--- config.mk ---
export PLATFORM = sky130hd
export DESIGN_NAME = tusca_agregador_clima
export DESIGN_NICKNAME = d
export VERILOG_FILES = /design/src/rtl/tusca_agregador_clima_pkg.sv /design/src/rtl/tusca_agregador_clima_histerese_nivel.sv /design/src/rtl/tusca_agregador_clima.sv
export SDC_FILE = /design/constraint.sdc
export NUM_CORES = 1
export LEC_CHECK = 0
export CORE_UTILIZATION = 41
export DETAILED_ROUTE_END_ITERATION = 12
export PLACE_DENSITY_LB_ADDON = 0.08
export SKIP_CTS_REPAIR_TIMING = 1
export SLEW_MARGIN = 20
export SYNTH_ARGS = -nofsm -noshare
export SYNTH_HDL_FRONTEND = slang
export SYNTH_HIERARCHICAL = 1
export SYNTH_SLANG_ARGS = --single-unit
--- constraint.sdc ---
create_clock -name i_clock -period 17.4 [get_ports i_clock]
set_clock_uncertainty 0.2 [all_clocks]
set_input_delay 1.74 -clock i_clock [delete_from_list [all_inputs] [get_ports i_clock]]
set_output_delay 1.74 -clock i_clock [all_outputs]
set_load 0.02 [all_outputs]
--- src/rtl/tusca_agregador_clima_pkg.sv ---
// Shared types for the climate aggregator: FSM encoding, latched channel result
// and the saturating 16-bit helpers used by the level and relay thresholds.
package tusca_agregador_clima_pkg;

  localparam int W_DADO = 16;

  typedef enum logic [2:0] {
    INICIAL  = 3'd0,
    MEDE     = 3'd1,
    AGUARDA  = 3'd2,
    ATUALIZA = 3'd3,
    AGREGA   = 3'd4,
    ESPERA   = 3'd5
  } estado_t;

  // Result captured while waiting; ok=0 covers erro, pronto+erro and timeout.
  typedef struct packed {
    logic              ok;
    logic [W_DADO-1:0] temp;
    logic [W_DADO-1:0] umid;
  } resultado_t;

  function automatic logic [W_DADO-1:0] soma_sat(input logic [W_DADO-1:0] a,
                                                 input logic [W_DADO-1:0] b);
    logic [W_DADO:0] s;
    s = {1'b0, a} + {1'b0, b};
    return s[W_DADO] ? '1 : s[W_DADO-1:0];
  endfunction

  function automatic logic [W_DADO-1:0] sub_sat(input logic [W_DADO-1:0] a,
                                                input logic [W_DADO-1:0] b);
    return (a >= b) ? (a - b) : '0;
  endfunction

endpackage

--- src/rtl/tusca_agregador_clima_histerese_nivel.sv ---
// Fan level with hysteresis: counts limits crossed going up and (with margin)
// going down, and only moves the held level when one of them demands it.
module histerese_nivel
  import tusca_agregador_clima_pkg::*;
#(
  parameter int               N_NIVEIS  = 8,
  parameter int               W_NIVEL   = $clog2(N_NIVEIS),
  parameter logic [W_DADO-1:0] HIST_TEMP = 16'h0100
) (
  input  logic                             i_clock,
  input  logic                             i_reset,
  input  logic                             i_atualiza,
  input  logic                             i_falha_seg,
  input  logic [W_DADO-1:0]                i_temp,
  input  logic [N_NIVEIS-2:0][W_DADO-1:0]  i_lim_temp,
  output logic [W_NIVEL-1:0]               o_nivel
);

  localparam logic [W_NIVEL-1:0] NIVEL_MAX = W_NIVEL'(N_NIVEIS - 1);

  logic [W_NIVEL-1:0] r_nivel;
  logic [W_NIVEL-1:0] w_up;
  logic [W_NIVEL-1:0] w_dn;
  logic [W_DADO-1:0]  w_temp_hist;

  always_comb begin
    w_up        = '0;
    w_dn        = '0;
    w_temp_hist = soma_sat(i_temp, HIST_TEMP);
    for (int k = 0; k < N_NIVEIS - 1; k++) begin
      if (i_temp >= i_lim_temp[k])      w_up = w_up + W_NIVEL'(1);
      if (w_temp_hist >= i_lim_temp[k]) w_dn = w_dn + W_NIVEL'(1);
    end
  end

  always_ff @(posedge i_clock) begin
    if (!i_reset) begin
      r_nivel <= '0;
    end else if (i_atualiza) begin
      if (i_falha_seg)          r_nivel <= NIVEL_MAX;
      else if (w_up > r_nivel)  r_nivel <= w_up;
      else if (w_dn < r_nivel)  r_nivel <= w_dn;
    end
  end

  assign o_nivel = r_nivel;

endmodule

--- src/rtl/tusca_agregador_clima.sv ---
// Round-robin scheduler over N DHT11 channels: keeps last good reading per
// channel, flags repeat offenders, aggregates maxima and drives fan/relay.
module tusca_agregador_clima
  import tusca_agregador_clima_pkg::*;
#(
  parameter int                N_CANAIS      = 4,
  parameter int                N_NIVEIS      = 8,
  parameter int                W_NIVEL       = $clog2(N_NIVEIS),
  parameter logic [W_DADO-1:0] HIST_TEMP     = 16'h0100,
  parameter logic [W_DADO-1:0] HIST_UMID     = 16'h0200,
  parameter int                MAX_ERROS     = 3,
  parameter int                PERIODO_DELAY = 100_000_000,
  parameter int                TIMEOUT_CANAL = 50_000_000
) (
  input  logic                             i_clock,
  input  logic                             i_reset,
  input  logic                             i_habilita,
  output logic [N_CANAIS-1:0]              o_medir,
  input  logic [N_CANAIS-1:0]              i_pronto,
  input  logic [N_CANAIS-1:0]              i_erro,
  input  logic [N_CANAIS-1:0][W_DADO-1:0]  i_temperatura,
  input  logic [N_CANAIS-1:0][W_DADO-1:0]  i_umidade,
  input  logic [N_NIVEIS-2:0][W_DADO-1:0]  i_lim_temp,
  input  logic [W_DADO-1:0]                i_lim_umidade,
  output logic [W_NIVEL-1:0]               o_nivel,
  output logic                             o_rele,
  output logic [W_DADO-1:0]                o_temp_max,
  output logic [W_DADO-1:0]                o_umid_max,
  output logic [N_CANAIS-1:0]              o_canal_falho,
  output logic                             o_nova_medida,
  output logic [2:0]                       o_db_estado,
  output logic [2:0]                       o_db_canal
);

  localparam int                W_CH      = (N_CANAIS > 1) ? $clog2(N_CANAIS) : 1;
  localparam int                W_ERR     = $clog2(MAX_ERROS + 1);
  localparam logic [W_CH-1:0]   ULT_CANAL = W_CH'(N_CANAIS - 1);
  localparam logic [W_ERR-1:0]  ERR_MAX   = W_ERR'(MAX_ERROS);
  localparam logic [31:0]       TMO_FIM   = 32'(TIMEOUT_CANAL - 1);
  localparam logic [31:0]       DLY_FIM   = 32'(PERIODO_DELAY - 1);

  estado_t                         r_estado, w_prox;
  logic [W_CH-1:0]                 r_canal;
  logic [31:0]                     r_timer;
  resultado_t                      r_res;
  logic [W_DADO-1:0]               r_temp_max, r_umid_max;
  logic                            r_rele, r_nova;

  logic [N_CANAIS-1:0]             w_medir;
  logic                            w_timeout, w_delay_fim, w_resposta;
  logic [N_CANAIS-1:0]             w_valido, w_falho, w_saudavel;
  logic [N_CANAIS-1:0][W_DADO-1:0] w_temp, w_umid;
  logic [W_DADO-1:0]               w_tmax, w_umax, w_lim_baixo;
  logic                            w_algum, w_agrega;

  assign w_timeout   = (r_timer == TMO_FIM);
  assign w_delay_fim = (r_timer == DLY_FIM);
  // Only the channel being polled may end the wait; others are ignored.
  assign w_resposta  = i_pronto[r_canal] | i_erro[r_canal];
  assign w_agrega    = (r_estado == AGREGA);

  always_ff @(posedge i_clock) begin
    if (!i_reset) r_estado <= INICIAL;
    else          r_estado <= w_prox;
  end

  always_comb begin
    w_prox  = r_estado;
    w_medir = '0;
    case (r_estado)
      INICIAL:  if (i_habilita) w_prox = MEDE;
      MEDE: begin
        w_medir[r_canal] = 1'b1;
        w_prox           = AGUARDA;
      end
      AGUARDA:  if (w_resposta || w_timeout) w_prox = ATUALIZA;
      ATUALIZA: w_prox = (r_canal == ULT_CANAL) ? AGREGA : MEDE;
      AGREGA:   w_prox = ESPERA;
      ESPERA:   if (w_delay_fim) w_prox = i_habilita ? MEDE : INICIAL;
      default:  w_prox = INICIAL;
    endcase
  end

  always_ff @(posedge i_clock) begin
    if (!i_reset) begin
      r_canal    <= '0;
      r_timer    <= '0;
      r_res      <= '0;
      r_temp_max <= '0;
      r_umid_max <= '0;
      r_rele     <= 1'b0;
      r_nova     <= 1'b0;
    end else begin
      r_nova <= w_agrega;
      case (r_estado)
        INICIAL: begin
          r_canal <= '0;
          r_timer <= '0;
        end
        MEDE: r_timer <= '0;
        AGUARDA: begin
          r_timer    <= r_timer + 32'd1;
          r_res.ok   <= i_pronto[r_canal] & ~i_erro[r_canal];
          r_res.temp <= i_temperatura[r_canal];
          r_res.umid <= i_umidade[r_canal];
        end
        ATUALIZA: if (r_canal != ULT_CANAL) r_canal <= r_canal + W_CH'(1);
        AGREGA: begin
          r_timer <= '0;
          if (w_algum) begin
            r_temp_max <= w_tmax;
            r_umid_max <= w_umax;
            if (w_umax >= i_lim_umidade)   r_rele <= 1'b1;
            else if (w_umax < w_lim_baixo) r_rele <= 1'b0;
          end else begin
            r_rele <= 1'b0;
          end
        end
        ESPERA: begin
          r_timer <= r_timer + 32'd1;
          if (w_delay_fim) r_canal <= '0;
        end
        default: ;
      endcase
    end
  end

  for (genvar g = 0; g < N_CANAIS; g++) begin : g_canal
    localparam logic [W_CH-1:0] ID = W_CH'(g);
    logic              r_val, r_fal;
    logic [W_ERR-1:0]  r_nerr;
    logic [W_DADO-1:0] r_t, r_u;
    logic              w_sel;

    assign w_sel = (r_estado == ATUALIZA) && (r_canal == ID);

    always_ff @(posedge i_clock) begin
      if (!i_reset) begin
        r_val  <= 1'b0;
        r_fal  <= 1'b0;
        r_nerr <= '0;
        r_t    <= '0;
        r_u    <= '0;
      end else if (w_sel) begin
        if (r_res.ok) begin
          r_val  <= 1'b1;
          r_fal  <= 1'b0;
          r_nerr <= '0;
          r_t    <= r_res.temp;
          r_u    <= r_res.umid;
        end else begin
          if (r_nerr != ERR_MAX) r_nerr <= r_nerr + W_ERR'(1);
          // This error is the one that reaches the limit (or it was already there).
          if (r_nerr >= ERR_MAX - W_ERR'(1)) r_fal <= 1'b1;
        end
      end
    end

    assign w_valido[g] = r_val;
    assign w_falho[g]  = r_fal;
    assign w_temp[g]   = r_t;
    assign w_umid[g]   = r_u;
  end

  assign w_saudavel  = w_valido & ~w_falho;
  assign w_algum     = |w_saudavel;
  assign w_lim_baixo = sub_sat(i_lim_umidade, HIST_UMID);

  always_comb begin
    w_tmax = '0;
    w_umax = '0;
    for (int c = 0; c < N_CANAIS; c++) begin
      if (w_saudavel[c]) begin
        if (w_temp[c] > w_tmax) w_tmax = w_temp[c];
        if (w_umid[c] > w_umax) w_umax = w_umid[c];
      end
    end
  end

  histerese_nivel #(
    .N_NIVEIS  (N_NIVEIS),
    .W_NIVEL   (W_NIVEL),
    .HIST_TEMP (HIST_TEMP)
  ) u_histerese (
    .i_clock     (i_clock),
    .i_reset     (i_reset),
    .i_atualiza  (w_agrega),
    .i_falha_seg (~w_algum),
    .i_temp      (w_tmax),
    .i_lim_temp  (i_lim_temp),
    .o_nivel     (o_nivel)
  );

  assign o_medir       = w_medir;
  assign o_rele        = r_rele;
  assign o_temp_max    = r_temp_max;
  assign o_umid_max    = r_umid_max;
  assign o_canal_falho = w_falho;
  assign o_nova_medida = r_nova;
  assign o_db_estado   = r_estado;
  assign o_db_canal    = 3'(r_canal);

endmodule
==> qor.csv, run 1 <==
stage,metric,value,unit
run_status,status,"finished, final reports clean",
setup_path,endpoint_kind,register,
setup_path,arrival,16.91,ns
sta,period_share,95.6,%
placement,portBuffers,316,
drt,drcViolationCount,0,
layout,n_antenna_cell,0,
pwr,leakagePower,11.5,nW
floorplan,core_area,0.0514,sq mm
drt,routedWlPerCell,18.4,microns
clock_tree,root_buffer,clkbuf_16,
clock_tree,clkLatencyLatePin,0.58,ns
placement,gp_congestion,0.896,
drt,via_per_inst,5.56,
grt,track_usage,24.6,%
grt,grt_pass1_wl,105000,microns
logic_synthesis,ys_warn_count,6,
logic_synthesis,yosys.area.top_type,dfxtp_1,
setup_path,critPathKind,reg -> reg,
sta,period_needed,16.63,ns
logic_synthesis,synthesis.nets,3368,
logic_synthesis,netlist.area_leader.share,23.5,%
drt,routed_wl,67500,microns
drt,drtAntennaViolNets,0,
sta,setup_tns,0,ns
logic_synthesis,ys_seq_area_share,23.5,%
layout,syn_to_final_growth,22.7,%
logic_synthesis,synth_most_common_cell,nand2_1,
layout,drive_gt1_share,6.18,%
layout,nets,3614,
setup_path,slowest_delay,0.42,ns
sta,setup_viol,0,
placement,hpwlAfterDp,53100,microns
floorplan,rows,83,
logic_synthesis,syn_inst,2723,
layout,design_area,0.0262,sq mm
drt,drtIter0Drc,1174,
placement,place_area,0.0251,sq mm
pwr,peakVddDrop,0.0000729,V
logic_synthesis,synth_area,0.0213,sq mm
logic_synthesis,ys_types,92,
logic_synthesis,ys_ff_latch,251,
logic_synthesis,synth-edff-count,0,
sta,maxSlewHeadroom,28.3,%
logic_synthesis,synthTopCellsByArea,"dfxtp_1 (24%), ha_1 (22%), nand2_1 (9.1%), a21oi_1 (6.7%), mux4_2 (3.6%)",
sta,fmax,60.1,MHz
setup_path,cp_max_fo,29,
floorplan,die_area,0.0530,sq mm
sta,hold_viol,0,
pwr,power_density,55.5,mW/mm^2
setup_path,cp_common_cell,o21a_1,
clock_tree,cts_tree,done,
setup_path,critPathLaunchType,register,
grt,grt_pass1_vias,19400,
sta,rsz0062_at_grt,no,
grt,grt_remaining_overflow,0,
sta,slew_viol_final,0,
setup_path,crit_buf_inv,4,
floorplan,io_pins,318,
logic_synthesis,async_flop_share,0,%
clock_tree,htree_levels,1,
grt,grt_max_degree,129,
setup_path,crit_family,compound AO/OA/AOI/OAI gates,
clock_tree,clk_pin_slew,0.06,ns
logic_synthesis,synth_ff_type,dfxtp_1,
setup_path,cp.required,17.68,ns
run,drv_cap,0,
clock_tree,cts.path.max_buffers,3,
setup_path,cp_slowest_cell,a2111oi_1,
sta,worst_pin_slew,1.08,ns
drt,drt-pass1-iter-count,5,
min_path,hp-class,reg -> reg,
drt,vias,20400,
floorplan,die_y,230,microns
layout,fin_util,50.9,%
grt,antenna_found_initial,0,
logic_synthesis,synth_area_per_cell,7.84,sq um
floorplan,die_w,230,microns
clock_tree,clock-sinks,251,
clock_tree,cts_made_buffers,30,
floorplan,initial_utilization,41.5,%
logic_synthesis,synth_common_cells,"nand2_1 (517), ha_1 (378), a21oi_1 (287)",
-- cells by family after synthesis --
family                     share of synthesized area [%]
buffers and inverters                               5.73
muxes                                               6.25
and+or+nand+nor                                     20.6
xor gates and xnor gates                            1.32
other                                             0.0176
DFF                                                 23.5
AOI/OAI and AO/OA                                   20.4
adders and majority gates                           22.2
-- placed cells by master, fill, tap and decap left out, types with 33 or more instances in the layout --
master           count
a21o_1              87
a21oi_1            285
clkdlybuf4s50_1    316
dfxtp_1            249
ha_1               378
inv_1              189
mux4_2              34
nand2_1            517
nand3_1             54
nand4_1             33
nor2_1             153
nor3_1              42
o21a_1              34
o21ai_0             99
-- registers in the layout (all words and copies together) (netlist names), 3 cells and up --
signal / flops
g_canal.r_fal: 4
g_canal.r_nerr: 8
g_canal.r_t: 64
g_canal.r_u: 64
g_canal.r_val: 4
o_db_estado: 3
o_temp_max: 16
o_umid_max: 16
r_res: 33
r_timer: 32
u_histerese/o_nivel: 3
-- layer usage --
layer,GRT usage (%),part of all wire (%),wire length [microns]
met3,2.49,5.5,3730
met1,35.0,48,32700
met2,39.7,44,29600
met4,6.06,2.2,1510
met5,0,0,0
-- per-stage QoR --
stage / cells / hold WS (ns) / setup WS (ns) / total power, W
6_report: 3672 / 0.255 / 0.774 / 0.00145
5_1_grt: 3672 / 0.275 / 0.0426 / 0.00151
4_1_cts: 3672 / 0.257 / 0.462 / 0.00147
3_5_place_dp: 3617 / 0.248 / 0.552 / 0.000788
3_3_place_gp: 3617 / 0.242 / 0.940 / 0.000785
2_1_floorplan: 2723 / 0.232 / 1.42 / 0.000689
-- report_power, final --
| part | total, W | switching [W] | internal [W] | leakage [nW] |
|---|---|---|---|---|
| Combinational | 0.000180 | 0.0000849 | 0.0000953 | 8.99 |
| Sequential | 0.000596 | 0.0000148 | 0.000581 | 2.02 |
| Clock | 0.000676 | 0.000262 | 0.000414 | 0.521 |
-- tightest hold or removal path, cell delays in order, from the launching register on --
cell	delay (ns)
dfxtp_1	0.31
nand2_1	0.05
a21oi_1	0.05
-- worst paths after layout --
path | start | end | slack, ns | depth (start not counted)
worst max-delay path | g_canal[0].r_t[7]$_SDFFE_PN0P_ | u_histerese/o_nivel[1]$_SDFFE_PN0P_ | 0.77 | 79
worst min-delay path | g_canal[0].r_u[8]$_SDFFE_PN0P_ | g_canal[0].r_u[8]$_SDFFE_PN0P_ | 0.25 | 2
worst max register to register | g_canal[0].r_t[7]$_SDFFE_PN0P_ | u_histerese/o_nivel[1]$_SDFFE_PN0P_ | 0.77 | 79
worst min register to register | g_canal[0].r_u[8]$_SDFFE_PN0P_ | g_canal[0].r_u[8]$_SDFFE_PN0P_ | 0.25 | 2
-- layout make-up --
cell class,instances,area [sq um]
Timing Repair Buffer,339,3340
Clock buffer,35,790
Fill cell,4934,25200
Tap cell,680,851
Sequential cell,251,5030
Clock inverter,20,279
Multi-Input combinational cell,2156,15200
Inverter,191,722
(Power assumes the default switching activity.)
==> inputs of run 2 (changes only) <==
- CTS_CLUSTER_SIZE: not set -> 16
==> results of run 2 <==
Final layout, timing and power as in run 1 (identical DEF).
